**config.mk**
```make
export PLATFORM = sky130hd
export DESIGN_NAME = fnd_scan_controller
export DESIGN_NICKNAME = d
export VERILOG_FILES = /design/src/rtl/fnd_scan_controller.sv
export SDC_FILE = /design/constraint.sdc
export NUM_CORES = 1
export LEC_CHECK = 0
export CAP_MARGIN = 0
export CORE_MARGIN = 5
export CORE_UTILIZATION = 56
export CTS_BUF_LIST = sky130_fd_sc_hd__clkbuf_16
export DETAILED_ROUTE_END_ITERATION = 10
export DONT_BUFFER_PORTS = 1
export GPL_TIMING_DRIVEN = 0
export PLACE_DENSITY = 0.71
export SLEW_MARGIN = 5
export SYNTH_ARGS = -nofsm -noshare
export SYNTH_HDL_FRONTEND = slang
export SYNTH_SLANG_ARGS = --single-unit
export TNS_END_PERCENT = 20
```
**constraint.sdc**
```tcl
create_clock -name clk -period 2.4 [get_ports clk]
set_input_delay 0.6 -clock clk [delete_from_list [all_inputs] [get_ports clk]]
set_output_delay 0.6 -clock clk [all_outputs]
set_load 0.05 [all_outputs]
```
**src/rtl/fnd_scan_controller.sv**
```systemverilog
// fnd_scan_controller: multiplexed common-anode 7-segment display driver.
// An unsigned binary input is converted to BCD by a sequential double-dabble
// engine (IDLE -> SHIFT x BIN_W -> LOAD). The result is committed atomically
// to the display registers, which are scanned one digit per DIV clocks.
// Optional feature macro: FND_LZB_EN enables leading-zero blanking.
module fnd_scan_controller #(
  parameter int N_DIGITS = 4,
  parameter int BIN_W    = 14,
  parameter int CLK_HZ   = 100_000_000,
  parameter int SCAN_HZ  = 1000
) (
  input  logic                clk,
  input  logic                reset,
  input  logic [BIN_W-1:0]    bin,
  input  logic [N_DIGITS-1:0] dp,
  output logic [7:0]          seg,
  output logic [N_DIGITS-1:0] seg_comm,
  output logic                busy
);

  localparam int DIV        = CLK_HZ / SCAN_HZ;
  localparam int CNT_W      = (DIV > 1) ? $clog2(DIV) : 1;
  localparam int IDX_W      = (N_DIGITS > 1) ? $clog2(N_DIGITS) : 1;
  localparam int SH_W       = $clog2(BIN_W + 1);
  // ceil(BIN_W * log10(2)) decimal digits cover the full binary range
  localparam int BCD_NEED   = (BIN_W * 30103 + 99999) / 100000;
  localparam int BCD_DIGITS = (BCD_NEED > N_DIGITS) ? BCD_NEED : N_DIGITS;
  localparam int BCD_W      = 4 * BCD_DIGITS;

  function automatic logic [63:0] pow10(input int n);
    logic [63:0] r;
    r = 64'd1;
    for (int k = 0; k < n; k++) r = r * 64'd10;
    return r;
  endfunction

  localparam logic [63:0] OVF_LIMIT = pow10(N_DIGITS);

  // One double-dabble iteration: +3 on nibbles >= 5, then shift in a bit
  function automatic logic [BCD_W-1:0] dabble_step(input logic [BCD_W-1:0] v,
                                                   input logic in_bit);
    logic [BCD_W-1:0] r;
    r = v;
    for (int k = 0; k < BCD_DIGITS; k++) begin
      if (r[4*k +: 4] >= 4'd5) r[4*k +: 4] = r[4*k +: 4] + 4'd3;
    end
    return {r[BCD_W-2:0], in_bit};
  endfunction

  // Active-low g..a pattern; anything outside 0..9 is blank
  function automatic logic [6:0] seg_decode(input logic [3:0] n);
    case (n)
      4'd0:    return 7'h40;
      4'd1:    return 7'h79;
      4'd2:    return 7'h24;
      4'd3:    return 7'h30;
      4'd4:    return 7'h19;
      4'd5:    return 7'h12;
      4'd6:    return 7'h02;
      4'd7:    return 7'h78;
      4'd8:    return 7'h00;
      4'd9:    return 7'h10;
      default: return 7'h7F;
    endcase
  endfunction

  typedef enum logic [1:0] {IDLE, SHIFT, LOAD} state_t;

  state_t                  state_q;
  logic                    busy_q;
  logic [BIN_W-1:0]        bin_sr_q;
  logic [BIN_W-1:0]        last_q;
  logic                    ovf_work_q;
  logic [BCD_W-1:0]        bcd_q;
  logic [SH_W-1:0]         sh_cnt_q;
  logic [4*N_DIGITS-1:0]   disp_bcd_q;
  logic                    disp_ovf_q;

  logic [CNT_W-1:0]        tick_q, tick_d;
  logic [IDX_W-1:0]        idx_q, idx_d;
  logic [7:0]              seg_q, seg_d;
  logic [N_DIGITS-1:0]     seg_comm_q, seg_comm_d;
  logic [3:0]              nib;

  // Conversion FSM: detect a new value, run BIN_W dabble steps, commit result
  always_ff @(posedge clk) begin
    if (reset) begin
      state_q    <= IDLE;
      busy_q     <= 1'b0;
      bin_sr_q   <= '0;
      last_q     <= '0;
      ovf_work_q <= 1'b0;
      bcd_q      <= '0;
      sh_cnt_q   <= '0;
      disp_bcd_q <= '0;
      disp_ovf_q <= 1'b0;
    end else begin
      case (state_q)
        IDLE: begin
          if (bin != last_q) begin
            bin_sr_q   <= bin;
            last_q     <= bin;
            ovf_work_q <= (64'(bin) >= OVF_LIMIT);
            bcd_q      <= '0;
            sh_cnt_q   <= '0;
            busy_q     <= 1'b1;
            state_q    <= SHIFT;
          end
        end
        SHIFT: begin
          bcd_q    <= dabble_step(bcd_q, bin_sr_q[BIN_W-1]);
          bin_sr_q <= bin_sr_q << 1;
          sh_cnt_q <= sh_cnt_q + SH_W'(1);
          if (sh_cnt_q == SH_W'(BIN_W - 1)) state_q <= LOAD;
        end
        LOAD: begin
          // Digits and overflow flag change in the same edge so no mix is visible
          disp_bcd_q <= bcd_q[4*N_DIGITS-1:0];
          disp_ovf_q <= ovf_work_q;
          busy_q     <= 1'b0;
          state_q    <= IDLE;
        end
        default: begin
          busy_q  <= 1'b0;
          state_q <= IDLE;
        end
      endcase
    end
  end

  // Scan timebase: tick every DIV clocks advances the digit index
  always_comb begin
    tick_d = tick_q + CNT_W'(1);
    idx_d  = idx_q;
    if (tick_q == CNT_W'(DIV - 1)) begin
      tick_d = '0;
      idx_d  = (idx_q == IDX_W'(N_DIGITS - 1)) ? '0 : idx_q + IDX_W'(1);
    end
  end

  // Segment/common encoding for the currently indexed digit
  always_comb begin
    seg_d      = 8'hFF;
    nib        = disp_bcd_q[4*idx_q +: 4];
    seg_d[7]   = ~dp[idx_q];
    seg_d[6:0] = disp_ovf_q ? 7'h3F : seg_decode(nib);
`ifdef FND_LZB_EN
    // Blank digits above the most-significant non-zero digit; digit 0 always shows
    if (!disp_ovf_q && (idx_q != '0) && ((disp_bcd_q >> (4*idx_q)) == '0))
      seg_d[6:0] = 7'h7F;
`else
`endif
    seg_comm_d = ~(N_DIGITS'(1) << idx_q);
  end

  // Scan registers: seg and seg_comm update together from one index
  always_ff @(posedge clk) begin
    if (reset) begin
      tick_q     <= '0;
      idx_q      <= '0;
      seg_q      <= 8'hFF;
      seg_comm_q <= '1;
    end else begin
      tick_q     <= tick_d;
      idx_q      <= idx_d;
      seg_q      <= seg_d;
      seg_comm_q <= seg_comm_d;
    end
  end

  assign seg      = seg_q;
  assign seg_comm = seg_comm_q;
  assign busy     = busy_q;

endmodule

```
==> results of run 1 <==
==> path summary, 6_finish.rpt <==
| check | cells past startpoint | start | slack, ps | end |
|---|---|---|---|---|
| setup / recovery | 6 | idx_q[0] | 390 | seg[0] |
| setup reg to reg | 6 | idx_q[0] | 390 | seg[0] |
| hold reg to reg | 2 | disp_bcd_q[6] | 450 | disp_bcd_q[6] |
| hold / removal | 2 | bin[11] | 400 | last_q[11] |
==> layer usage <==
metal | share of wire [%] | vias up
met5 | 0 | -
li1 | - | 1806
met3 | 5.1 | 17
met4 | 1.7 | 0
met1 | 46 | 1689
met2 | 47 | 72
==> synthesized netlist by cell type, types with 5 or more instances <==
| master | count |
|---|---|
| sky130_fd_sc_hd__nand3_1 | 27 |
| sky130_fd_sc_hd__ha_1 | 21 |
| sky130_fd_sc_hd__o21ai_0 | 16 |
| sky130_fd_sc_hd__nand2_1 | 54 |
| sky130_fd_sc_hd__xor2_1 | 28 |
| sky130_fd_sc_hd__dfxtp_1 | 100 |
| sky130_fd_sc_hd__a311oi_2 | 5 |
| sky130_fd_sc_hd__nand2b_1 | 13 |
| sky130_fd_sc_hd__nor2_1 | 60 |
| sky130_fd_sc_hd__o21ai_1 | 14 |
| sky130_fd_sc_hd__a21oi_1 | 42 |
| sky130_fd_sc_hd__clkbuf_1 | 19 |
| sky130_fd_sc_hd__xnor2_1 | 9 |
| sky130_fd_sc_hd__buf_2 | 5 |
| sky130_fd_sc_hd__or3_1 | 7 |
| sky130_fd_sc_hd__a22o_1 | 11 |
| sky130_fd_sc_hd__mux2i_1 | 7 |
| sky130_fd_sc_hd__inv_1 | 16 |
| sky130_fd_sc_hd__o221a_1 | 12 |
| sky130_fd_sc_hd__nand4_1 | 7 |
==> flip-flops by register name, indices dropped and copies added (netlist names), 2 cells and up <==
| name | count |
|---|---|
| bcd_q | 16 |
| bin_sr_q | 14 |
| disp_bcd_q | 16 |
| idx_q | 2 |
| last_q | 14 |
| seg | 8 |
| seg_comm | 4 |
| sh_cnt_q | 4 |
| state_q | 2 |
| tick_q | 17 |
==> cells in the final DEF, fill, tap and decap left out, types with 3 or more instances in the layout <==
cell	count
sky130_fd_sc_hd__a21oi_1	42
sky130_fd_sc_hd__a22o_1	11
sky130_fd_sc_hd__a311oi_2	5
sky130_fd_sc_hd__a31oi_1	4
sky130_fd_sc_hd__buf_2	5
sky130_fd_sc_hd__clkbuf_1	19
sky130_fd_sc_hd__clkbuf_16	9
sky130_fd_sc_hd__dfxtp_1	100
sky130_fd_sc_hd__ha_1	21
sky130_fd_sc_hd__inv_1	16
sky130_fd_sc_hd__mux2i_1	7
sky130_fd_sc_hd__mux4_2	4
sky130_fd_sc_hd__nand2_1	54
sky130_fd_sc_hd__nand2b_1	13
sky130_fd_sc_hd__nand3_1	27
sky130_fd_sc_hd__nand4_1	7
sky130_fd_sc_hd__nor2_1	60
sky130_fd_sc_hd__nor3_1	4
sky130_fd_sc_hd__nor4_2	3
sky130_fd_sc_hd__o21ai_0	16
sky130_fd_sc_hd__o21ai_1	14
sky130_fd_sc_hd__o221a_1	12
sky130_fd_sc_hd__or3_1	7
sky130_fd_sc_hd__xnor2_1	9
sky130_fd_sc_hd__xor2_1	28
==> per-stage QoR <==
stage | area (sq um) | setup WS, ps | total power [mW]
2_1_floorplan | 4590 | 413 | 1.97
3_3_place_gp | 4730 | 135 | 2.01
3_5_place_dp | 4730 | 165 | 2.02
4_1_cts | 5050 | 386 | 3.57
5_1_grt | 5050 | 175 | 3.68
6_report | 5050 | 386 | 3.54
==> cell type report <==
class | count | area, sq um | area share, %
tap | 105 | 131 | 2.60
sequential | 100 | 2000 | 39.6
inverter | 17 | 63.8 | 1.26
clock buffer | 9 | 225 | 4.46
buffer | 29 | 130 | 2.58
multi-input combinational | 369 | 2400 | 47.5
clock inverter | 7 | 98.8 | 1.96
==> logic make-up after synthesis <==
| family | after synthesis | share of synthesized area [%] |
|---|---|---|
| compound gates | 113 | 16.7 |
| xor+xnor | 37 | 7.05 |
| fa+ha+maj | 21 | 5.72 |
| flops | 100 | 43.6 |
| mux | 12 | 3.73 |
| simple gates | 186 | 19.0 |
| buf+inv | 46 | 4.22 |
==> power by group through the flow <==
stage	combinational [mW]	clock, mW	sequential, mW
after floorplan	0.161	0	1.81
after global placement	0.200	0	1.81
after detailed placement	0.205	0	1.82
after CTS	0.207	1.59	1.78
after global routing	0.233	1.66	1.78
final	0.207	1.56	1.78
==> impl_results.rst, run 1 <==
.. list-table::
   :header-rows: 1

   * - Metric
     - Value
   * - Required @ worst endpoint
     - 2620 ps
   * - Post-synthesis net count
     - 556
   * - RSZ-0062 raised after global routing
     - no
   * - Clock net sink count
     - 100
   * - Share of total power consumed by net switching
     - 23.5%
   * - Power density over cell area
     - 702 mW/mm^2
   * - Hold bufs inserted after CTS
     - 0
   * - Fill cells
     - around 700
   * - Sw power
     - about 0.83 mW
   * - Pre-antenna DRT Iters
     - 5
   * - Final-layout setup total negative slack
     - 0 ps
   * - RePlAce Congestion
     - between 0.7 and 0.8
   * - Max Fanout on Critical Path
     - 10
   * - Final non-filler cell total
     - 636
   * - Area contributors post-synth
     - sky130_fd_sc_hd__dfxtp_1, sky130_fd_sc_hd__ha_1, sky130_fd_sc_hd__xor2_1
   * - Kind of critical path
     - reg -> reg
   * - Vias
     - 3584
   * - Post-layout util
     - 62.4%
   * - Count of flip-flops with a built-in enable after synthesis
     - 0
   * - Mean number of vias per cell
     - between 5 and 6
   * - Clock tree from TritonCTS
     - built
   * - Proportion of layout cells with a drive suffix above 1
     - about 7.5%
   * - Buffers added on ports
     - 0
   * - First-iteration detailed-routing DRC count
     - 127
   * - Synthesis Warnings
     - 0
   * - Smallest hold slack
     - 400 ps
   * - Initial antenna violation count
     - 0
   * - # Max-Cap Violations
     - 0
   * - Antenna violation net count after detailed routing
     - 0
   * - Series of cell instances along the critical path
     - buf_2 > mux4_2 > buf_2 > o21ai_1 > and2_1 > o21ai_0
   * - Most used DFF post-synth
     - sky130_fd_sc_hd__dfxtp_1
   * - Final Net Count
     - ~570
   * - Share of the synthesized area in the top cell type
     - a little over two fifths
   * - Met2 GRT Util
     - 33.6%
   * - Clock-pin slew of the registers on the worst-case setup and hold paths
     - roughly 70 ps
   * - Placed Instances
     - 620
   * - Count of H-tree levels built during CTS
     - 3
   * - Via count of the first global-routing pass
     - 3495
   * - Sequential Power Share
     - around half
   * - Overall routing resource usage
     - 20.7%
   * - Part of the power in combinational logic
     - under 10%
   * - Overall routed net length
     - 9870 um
   * - Final Slew Violations
     - 0
   * - Arr. time, crit path
     - 2240 ps
   * - P&R area growth vs syn
     - 9.91%
   * - Die boundary width
     - 101 um
   * - Number of top-level pins
     - 33
   * - Total gr overflow
     - 0
   * - Worst-case clock buffer depth
     - 2
   * - Std cell rows
     - 33
   * - Worst-Skew Late Latency
     - 340 ps
   * - Effective utilization at floorplan
     - 56.8%
   * - Peak VDD IR
     - ~0.37 mV
   * - Final setup violation count
     - 0
   * - Post-synthesis sequential area ratio
     - 43.6%
   * - Area enclosed by the die boundary
     - 0.0101 sq mm
   * - Largest clock skew in the final design
     - around 7.5 ps
   * - Critical path endpoint category
     - flop
   * - Quantity of gates resized following cts
     - 0
   * - Outcome
     - completed
   * - Global routing met3 resource utilization
     - 5.12%
   * - Final antenna diode count
     - 0
   * - Static leakage
     - 1.84 nW
   * - Gate Count Post-Synth
     - a little over 500
   * - Number of distinct library cells after synthesis
     - 46
   * - Global routing usage on met1
     - 27.2%
   * - DRC viols
     - 0
   * - FMAX
     - ~500 MHz
   * - Crit path time final
     - 2010 ps
   * - Layer with the highest usage
     - met2
   * - Buffer cell driving the clock tree root
     - sky130_fd_sc_hd__clkbuf_16
   * - Async set or reset register ratio after synthesis
     - 0%
   * - Internal Pwr Total
     - 2.71 mW
   * - Average footprint of a synthesized cell
     - 8.92 sq um
   * - Portion of the clock cycle consumed by the worst path in the final layout
     - 83.9%
   * - Pin slew with the least headroom to its limit
     - ~650 ps
   * - Highest cell delay on the worst timing path
     - 530 ps
   * - Max-slew headroom
     - 56.6%
   * - Largest area contributor in the netlist
     - sky130_fd_sc_hd__dfxtp_1
   * - Netlist area before placement
     - 0.00459 sq mm
   * - Register bit count reported by yosys
     - 100
   * - Cell with the most instances on the worst path
     - sky130_fd_sc_hd__buf_2
   * - Portion of total power attributed to the clock network
     - between 40 and 50%
   * - First-pass GRT wire length
     - approximately 17000 um
   * - Floorplan die height
     - 101 um
   * - Buffers plus inverters on the worst setup path
     - 2
   * - Maximum number of pins on one net before global-route repair
     - 18
   * - Total CTS buffers
     - 9
   * - Final HPWL DP
     - 7050 um
   * - Number of hold violations in the final report
     - 0
   * - Final routed wire length divided by cell count
     - 15.5 um
   * - Min-Delay Path Class
     - in -> reg
   * - Crit path max-delay cell type
     - sky130_fd_sc_hd__mux4_2
   * - Total setup buffers inserted after CTS
     - 0
   * - Critical path startpoint category
     - flop
   * - Placeable core region
     - a little over 0.008 sq mm
   * - CP top delay family
     - multiplexers
No activity file was read; power rests on OpenSTA's default activity.
==> run 2: changes to the inputs <==
PLACE_DENSITY = 0.74   (was 0.71)
clock period = 1.68 ns   (was 2.4 ns; I/O delays follow)
==> run 2 against run 1 <==
Against the previous run:
- the run now ends with setup timing left
- sequential cell count did not move
- die area did not move
- cell count rose by 3.6%
- clock skew rose by 2.4 ps
- core utilization rose by 5.3 points
- wire length rose by 15%
- clock-buffer cell count did not move
- non-clock buffer count rose by 23
- sequential share of layout area fell by 2.8 points
- critical endpoint is now bin_sr_q[13]
==> impl_results.rst, run 2 (synthesis gave the netlist of run 1 again) <==
.. list-table::
   :header-rows: 1

   * - Metric
     - Value
   * - Highest cell delay on the worst timing path
     - 360 ps
   * - Outcome
     - finished with violations
   * - Series of cell instances along the critical path
     - xor2_2 > nor4_2 > and4_1 > buf_6 > buf_6 > o21ai_1 > a311oi_1
   * - Number of hold violations in the final report
     - 0
   * - Largest clock skew in the final design
     - 9.93 ps
   * - Die boundary width
     - 101 um
   * - Final Slew Violations
     - 0
   * - Sequential Power Share
     - between 50% and 60%
   * - Mean number of vias per cell
     - 5.85
   * - Setup slack after layout
     - -213 ps
   * - Count of H-tree levels built during CTS
     - 3
   * - Failing checks
     - setup timing
   * - Sw power
     - 1.23 mW
   * - Largest registers
     - tick_q (17), bcd_q (16), disp_bcd_q (16)
   * - Final HPWL DP
     - 7040 um
   * - Flip-flop count of the largest register after layout
     - 17
   * - First-pass GRT wire length
     - roughly 18000 um
   * - Pre-antenna DRT Iters
     - 4
   * - Portion of total power attributed to the clock network
     - between 40% and 50%
   * - First-iteration detailed-routing DRC count
     - 137
   * - # Max-Cap Violations
     - 0
   * - Cell Area, Placed
     - around 0.0047 sq mm
   * - Static leakage
     - a little over 2 nW
   * - Via count of the first global-routing pass
     - 3680
   * - Clock-pin slew of the registers on the worst-case setup and hold paths
     - approximately 70 ps
   * - RePlAce Congestion
     - 0.811
   * - DRC viols
     - 0
   * - Peak VDD IR
     - 0.588 mV
   * - Hold bufs inserted after CTS
     - 0
   * - Part of the power in combinational logic
     - 6.8%
   * - Initial antenna violation count
     - 0
   * - Placeable core region
     - 0.00809 sq mm
   * - Worst-case clock buffer depth
     - 2
   * - Final antenna diode count
     - 0
   * - Total CTS buffers
     - 9
   * - Final Net Count
     - 590
   * - P&R area growth vs syn
     - 19.3%
   * - Effective utilization at floorplan
     - 56.8%
   * - Buffers added on ports
     - 0
   * - Overall routed net length
     - 11300 um
   * - Crit path time final
     - 1890 ps
   * - Floorplan die height
     - 101 um
   * - Final routed wire length divided by cell count
     - 17.2 um
   * - Buffers plus inverters on the worst setup path
     - 2
   * - Max-slew headroom
     - between 50% and 60%
   * - Cell area after layout
     - 0.00548 sq mm
   * - RSZ-0062 raised after global routing
     - yes
   * - Internal Pwr Total
     - around 3.7 mW
   * - Overall routing resource usage
     - 22.1%
   * - Std cell rows
     - 33
   * - Power density over cell area
     - 909 mW/mm^2
   * - Most common cell after layout, fill and taps aside
     - sky130_fd_sc_hd__dfxtp_1
   * - Final setup violation count
     - 55
   * - Area enclosed by the die boundary
     - 0.0101 sq mm
   * - Crit path max-delay cell type
     - sky130_fd_sc_hd__nor4_2
   * - Portion of the clock cycle consumed by the worst path in the final layout
     - 113%
   * - Clock tree from TritonCTS
     - built
   * - Vias
     - 3856
   * - Total gr overflow
     - 0
   * - Most frequent cells in the layout
     - sky130_fd_sc_hd__dfxtp_1, sky130_fd_sc_hd__nor2_1, sky130_fd_sc_hd__nand2_1
   * - Arr. time, crit path
     - 2130 ps
   * - Worst-Skew Late Latency
     - 350 ps
   * - CP top delay family
     - simple AND/OR/NAND/NOR gates
   * - Kind of critical path
     - reg -> reg
   * - Critical path startpoint category
     - flop
   * - Proportion of layout cells with a drive suffix above 1
     - 18.8%
   * - Pre-CTS worst setup slack
     - -391 ps
   * - Number of top-level pins
     - 33
   * - Antenna violation net count after detailed routing
     - 0
   * - Required @ worst endpoint
     - 1920 ps
   * - Critical path endpoint category
     - flop
   * - Setup slack of the worst register-to-register path
     - -210 ps
   * - Share of total power consumed by net switching
     - between 20% and 30%
   * - Min-Delay Path Class
     - in -> reg
   * - FMAX
     - between 500 and 600 MHz
   * - Buffer cell driving the clock tree root
     - sky130_fd_sc_hd__clkbuf_16
   * - Clock net sink count
     - 100
   * - Maximum number of pins on one net before global-route repair
     - 18
   * - Cell with the most instances on the worst path
     - sky130_fd_sc_hd__buf_6
   * - Register with the most flip-flops
     - tick_q
   * - Max Fanout on Critical Path
     - 6
   * - Pin slew with the least headroom to its limit
     - 735 ps
run 2: cell types whose count changed in the layout (fill, tap and decap cells not counted), moves of 4 or more:
| cell | previous run | this run |
|---|---|---|
| sky130_fd_sc_hd__buf_4 | 2 | 16 |
| sky130_fd_sc_hd__buf_6 | 1 | 9 |
| sky130_fd_sc_hd__clkbuf_1 | 19 | 11 |
| sky130_fd_sc_hd__ha_1 | 21 | 16 |
| sky130_fd_sc_hd__buf_8 | 0 | 4 |
| sky130_fd_sc_hd__dfxtp_2 | 0 | 9 |
| sky130_fd_sc_hd__clkbuf_2 | 0 | 8 |
| sky130_fd_sc_hd__buf_2 | 5 | 1 |
| sky130_fd_sc_hd__dfxtp_1 | 100 | 90 |
run 2: final timing paths:
path / from / endpoint / cells after the start
worst max-delay path: last_q[0] / bin_sr_q[13] / 7
worst max register to register: last_q[0] / bin_sr_q[13] / 7
worst min register to register: disp_bcd_q[8] / disp_bcd_q[8] / 2
worst min-delay path: bin[10] / last_q[10] / 2
run 2: timing repair:
item	in CTS	in global routing
endpoints found under the hold margin	0	0
pin swaps	23	21
resized for setup	37	39
setup buffers	13	9
gates cloned	2	0
endpoints found under the setup margin	81	88
run 2: stage by stage:
step	total power, mW	setup TNS (ps)	util [%]	instances	hold slack, ps
after floorplan	2.81	-1420	-	515	430
after global placement	2.88	-18480	58.7	620	442
after detailed placement	2.89	-19520	58.7	620	447
after CTS	4.98	-3900	65.4	650	206
after global routing	5.14	-11350	67.7	659	218
final	4.98	-5730	67.7	659	215
run 2: area by class of cell:
class / instances / area, sq um
plain buffers: 28 / 179
clock buffers: 9 / 225
clock inverters: 7 / 75.1
fillers: 641 / 2610
inverters: 17 / 66.3
multi-input cells: 369 / 2560
flip-flops and latches: 100 / 2020
well taps: 105 / 131
repair buffers: 24 / 225
run 2: power by group through the flow:
stage	sequential [mW]	combinational (mW)	clock [mW]
after floorplan	2.58	0.231	0
after global placement	2.59	0.285	0
after detailed placement	2.59	0.295	0
after CTS	2.54	0.322	2.11
after global routing	2.55	0.376	2.21
final	2.55	0.337	2.10
run 2: worst register-to-register path, delay by kind of cell (launching register included):
family	cells	cell delay (ps)
flip-flops	1	330
AND/OR/NAND/NOR	2	640
buffers and inverters	2	270
XOR/XNOR	1	140
AO/OA/AOI/OAI	2	410
run 2: per-layer routing:
metal / routed length, um / vias up / global-route usage, %
met1: 4780 / 1859 / 27.6
met5: 0 / - / 0
met2: 5740 / 121 / 37.1
met3: 653 / 14 / 6.09
met4: 172 / 0 / 6.63
li1: - / 1862 / -
==> run 3: changes to the inputs <==
ABC_AREA = 1   (was default)
ABC_CLOCK_PERIOD_IN_PS = 1680   (was default)
==> run 3 against run 2 <==
Against the previous run:
- largest power group unchanged
- the run now ends clean
- sequential share of layout area about the same
- combinational power is 30% higher
- clock-buffer cell count unchanged
- critical endpoint is now tick_q[16]
- maximum frequency is 17% higher
- synthesized cell count is 28% higher
==> impl_results.rst, run 3 <==
.. list-table::
   :header-rows: 1

   * - Metric
     - Value
   * - Die boundary width
     - 103 um
   * - Most frequent cells in the layout
     - sky130_fd_sc_hd__nand2_1, sky130_fd_sc_hd__dfxtp_1, sky130_fd_sc_hd__nor2_1
   * - Sequential Power Share
     - 51.2%
   * - Largest area contributor in the netlist
     - sky130_fd_sc_hd__dfxtp_1
   * - Overall power of the completed layout
     - around 5.0 mW
   * - Initial antenna violation count
     - 0
   * - Placeable core region
     - 0.00859 sq mm
   * - Clock net sink count
     - 100
   * - # Max-Cap Violations
     - 0
   * - Internal Pwr Total
     - between 3 and 4 mW
   * - Largest clock skew in the final design
     - 10.9 ps
   * - Portion of total power attributed to the clock network
     - 40.0%
   * - Final antenna diode count
     - 0
   * - Top cells by count, synth
     - sky130_fd_sc_hd__nand2_1, sky130_fd_sc_hd__dfxtp_1, sky130_fd_sc_hd__nor2_1
   * - Post-synthesis sequential area ratio
     - 41.3%
   * - Worst r2r path cells
     - 8
   * - RSZ-0062 raised after global routing
     - yes
   * - Buffer cell driving the clock tree root
     - sky130_fd_sc_hd__clkbuf_16
   * - Cell Area, Placed
     - 0.00498 sq mm
   * - Number of hold violations in the final report
     - 0
   * - Clock tree from TritonCTS
     - built
   * - Power density over cell area
     - just over 900 mW/mm^2
   * - Final Net Count
     - 717
   * - Count leader, synth
     - sky130_fd_sc_hd__nand2_1
   * - Effective utilization at floorplan
     - 56.4%
   * - Netlist area before placement
     - ~0.0048 sq mm
   * - Pin slew with the least headroom to its limit
     - 642 ps
   * - Critical path endpoint category
     - flop
   * - Number of top-level pins
     - 33
   * - Gate Count Post-Synth
     - 659
   * - First-pass GRT wire length
     - approximately 18000 um
   * - Final routed wire length divided by cell count
     - roughly 14 um
   * - Peak VDD IR
     - a little under 0.6 mV
   * - Min-Delay Path Class
     - in -> reg
   * - Worst min-delay path startpoint
     - bin[13]
   * - Area enclosed by the die boundary
     - about 0.011 sq mm
   * - Maximum number of pins on one net before global-route repair
     - 19
   * - Final Slew Violations
     - 0
   * - Max Fanout on Critical Path
     - 4
   * - Share of total power consumed by net switching
     - 26.6%
   * - Pre-antenna DRT Iters
     - 4
   * - RePlAce Congestion
     - 0.818
   * - Startpoint of the worst setup timing path
     - tick_q[0]
   * - Capture point of the worst reg-to-reg path
     - tick_q[16]
   * - CP endpoint
     - tick_q[16]
   * - DRC viols
     - 0
   * - P&R area growth vs syn
     - 12.8%
   * - Antenna violation net count after detailed routing
     - 0
   * - Std cell rows
     - 34
   * - Register with the most flip-flops
     - tick_q
   * - Worst-Skew Late Latency
     - around 350 ps
   * - Total gr overflow
     - 0
   * - Mean number of vias per cell
     - ~5.4
   * - Cell area after layout
     - 0.00547 sq mm
   * - Floorplan die height
     - 103 um
   * - Count of H-tree levels built during CTS
     - 3
   * - Via count of the first global-routing pass
     - slightly below 4000
   * - Register bit count reported by yosys
     - 100
   * - Number of distinct library cells after synthesis
     - 38
   * - Buffers added on ports
     - 0
   * - Portion of the clock cycle consumed by the worst path in the final layout
     - 96.7%
   * - Arr. time, crit path
     - 1870 ps
   * - Total CTS buffers
     - 9
   * - First-iteration detailed-routing DRC count
     - 256
   * - Share of the synthesized area in the top cell type
     - 41.3%
   * - Static leakage
     - 2.26 nW
   * - Overall routed net length
     - 11100 um
   * - Clock-pin slew of the registers on the worst-case setup and hold paths
     - around 70 ps
   * - Critical register-to-register path startpoint
     - tick_q[0]
   * - Max-slew headroom
     - about 57%
   * - Placed Instances
     - 767
   * - Kind of critical path
     - reg -> reg
   * - Synthesis Warnings
     - 0
   * - Sw power
     - between 1 and 1.5 mW
   * - FMAX
     - 615 MHz
   * - Setup slack of the worst register-to-register path
     - 50 ps
   * - Vias
     - 4264
   * - Required @ worst endpoint
     - 1930 ps
   * - Final setup violation count
     - 0
   * - Most common cell after layout, fill and taps aside
     - sky130_fd_sc_hd__nand2_1
   * - Final HPWL DP
     - 7690 um
   * - Post-synthesis net count
     - 700
   * - Final non-filler cell total
     - 789
   * - Area contributors post-synth
     - sky130_fd_sc_hd__dfxtp_1, sky130_fd_sc_hd__nand2_1, sky130_fd_sc_hd__nor2_1
   * - Largest registers
     - tick_q (17), bcd_q (16), disp_bcd_q (16)
   * - Part of the power in combinational logic
     - 8.8%
   * - Count of flip-flops with a built-in enable after synthesis
     - 0
   * - Critical path startpoint category
     - flop
   * - Overall routing resource usage
     - 21.6%
   * - Async set or reset register ratio after synthesis
     - 0%
   * - Flip-flop count of the largest register after layout
     - 17
   * - Outcome
     - completed
   * - Proportion of layout cells with a drive suffix above 1
     - 13.5%
   * - Average footprint of a synthesized cell
     - 7.36 sq um
   * - Crit path time final
     - 1630 ps
   * - Worst-case clock buffer depth
     - 2
   * - Most used DFF post-synth
     - sky130_fd_sc_hd__dfxtp_1
run 3: area by class of cell:
type,instances,area [sq um]
Buffer,25,173
Clock buffer,9,225
Clock inverter,7,61.3
Fill cell,750,3120
Inverter,76,289
Multi-Input combinational cell,458,2480
Sequential cell,100,2020
Tap cell,108,135
Timing Repair Buffer,6,92.6
run 3: worst min path at each step:
| stage | end | cells past startpoint |
|---|---|---|
| after floorplan | tick_q[0] | 1 |
| after global placement | tick_q[0] | 1 |
| after detailed placement | tick_q[0] | 1 |
| after CTS | bin_sr_q[5] | 2 |
| after global routing | bin_sr_q[12] | 2 |
| final | last_q[13] | 2 |
run 3: routing by layer:
layer | track usage, % | routed length (um)
met2 | 36.1 | 5430
met1 | 28.7 | 4970
met4 | 7.57 | 204
met3 | 2.64 | 473
met5 | 0 | 0
run 3: worst max-delay path, stage by stage, from the launching register on:
cell	delay (ps)
sky130_fd_sc_hd__dfxtp_1	350
sky130_fd_sc_hd__ha_1	190
sky130_fd_sc_hd__nand3_1	160
sky130_fd_sc_hd__nor2_2	220
sky130_fd_sc_hd__nand3_2	160
sky130_fd_sc_hd__nor3_4	210
sky130_fd_sc_hd__nand3_1	110
sky130_fd_sc_hd__nand3_1	90
sky130_fd_sc_hd__inv_1	40
run 3: logic make-up (layout without fill, tap and decap cells):
| group | count (synthesis) | count (layout) | share of synthesized area [%] |
|---|---|---|---|
| buffers and inverters | 101 | 123 | 8.69 |
| flip-flops | 100 | 100 | 41.3 |
| adder cells (fa/ha/maj) | 21 | 21 | 5.42 |
| AO/OA/AOI/OAI | 144 | 144 | 17.1 |
| XOR/XNOR | 12 | 12 | 2.17 |
| AND/OR/NAND/NOR | 281 | 281 | 25.4 |
run 3: power groups by stage:
stage | logic (mW) | registers, mW | clock network (mW)
after floorplan | 0.299 | 2.59 | 0
after global placement | 0.374 | 2.60 | 0
after detailed placement | 0.382 | 2.60 | 0
after CTS | 0.388 | 2.55 | 2.02
final | 0.437 | 2.55 | 1.99
after global routing | 0.494 | 2.56 | 2.12
run 3: repair_timing:
action / 4_1_cts / 5_1_grt
cloned: 0 / 2
endpoints found under the setup margin: 31 / 72
setup buffers: 1 / 3
resized for setup: 6 / 43
hold buffers: 0 / 0
pin swaps: 1 / 3
run 3: metrics by stage:
stage	utilization, %	worst slack [ps]	setup TNS (ps)	hold slack [ps]
after global placement	58.0	-265	-10690	430
after floorplan	-	201	0	418
after CTS	61.7	19.0	0	224
after detailed placement	58.0	-260	-10220	445
after global routing	63.6	-67.2	-1110	248
final	63.6	54.9	0	227
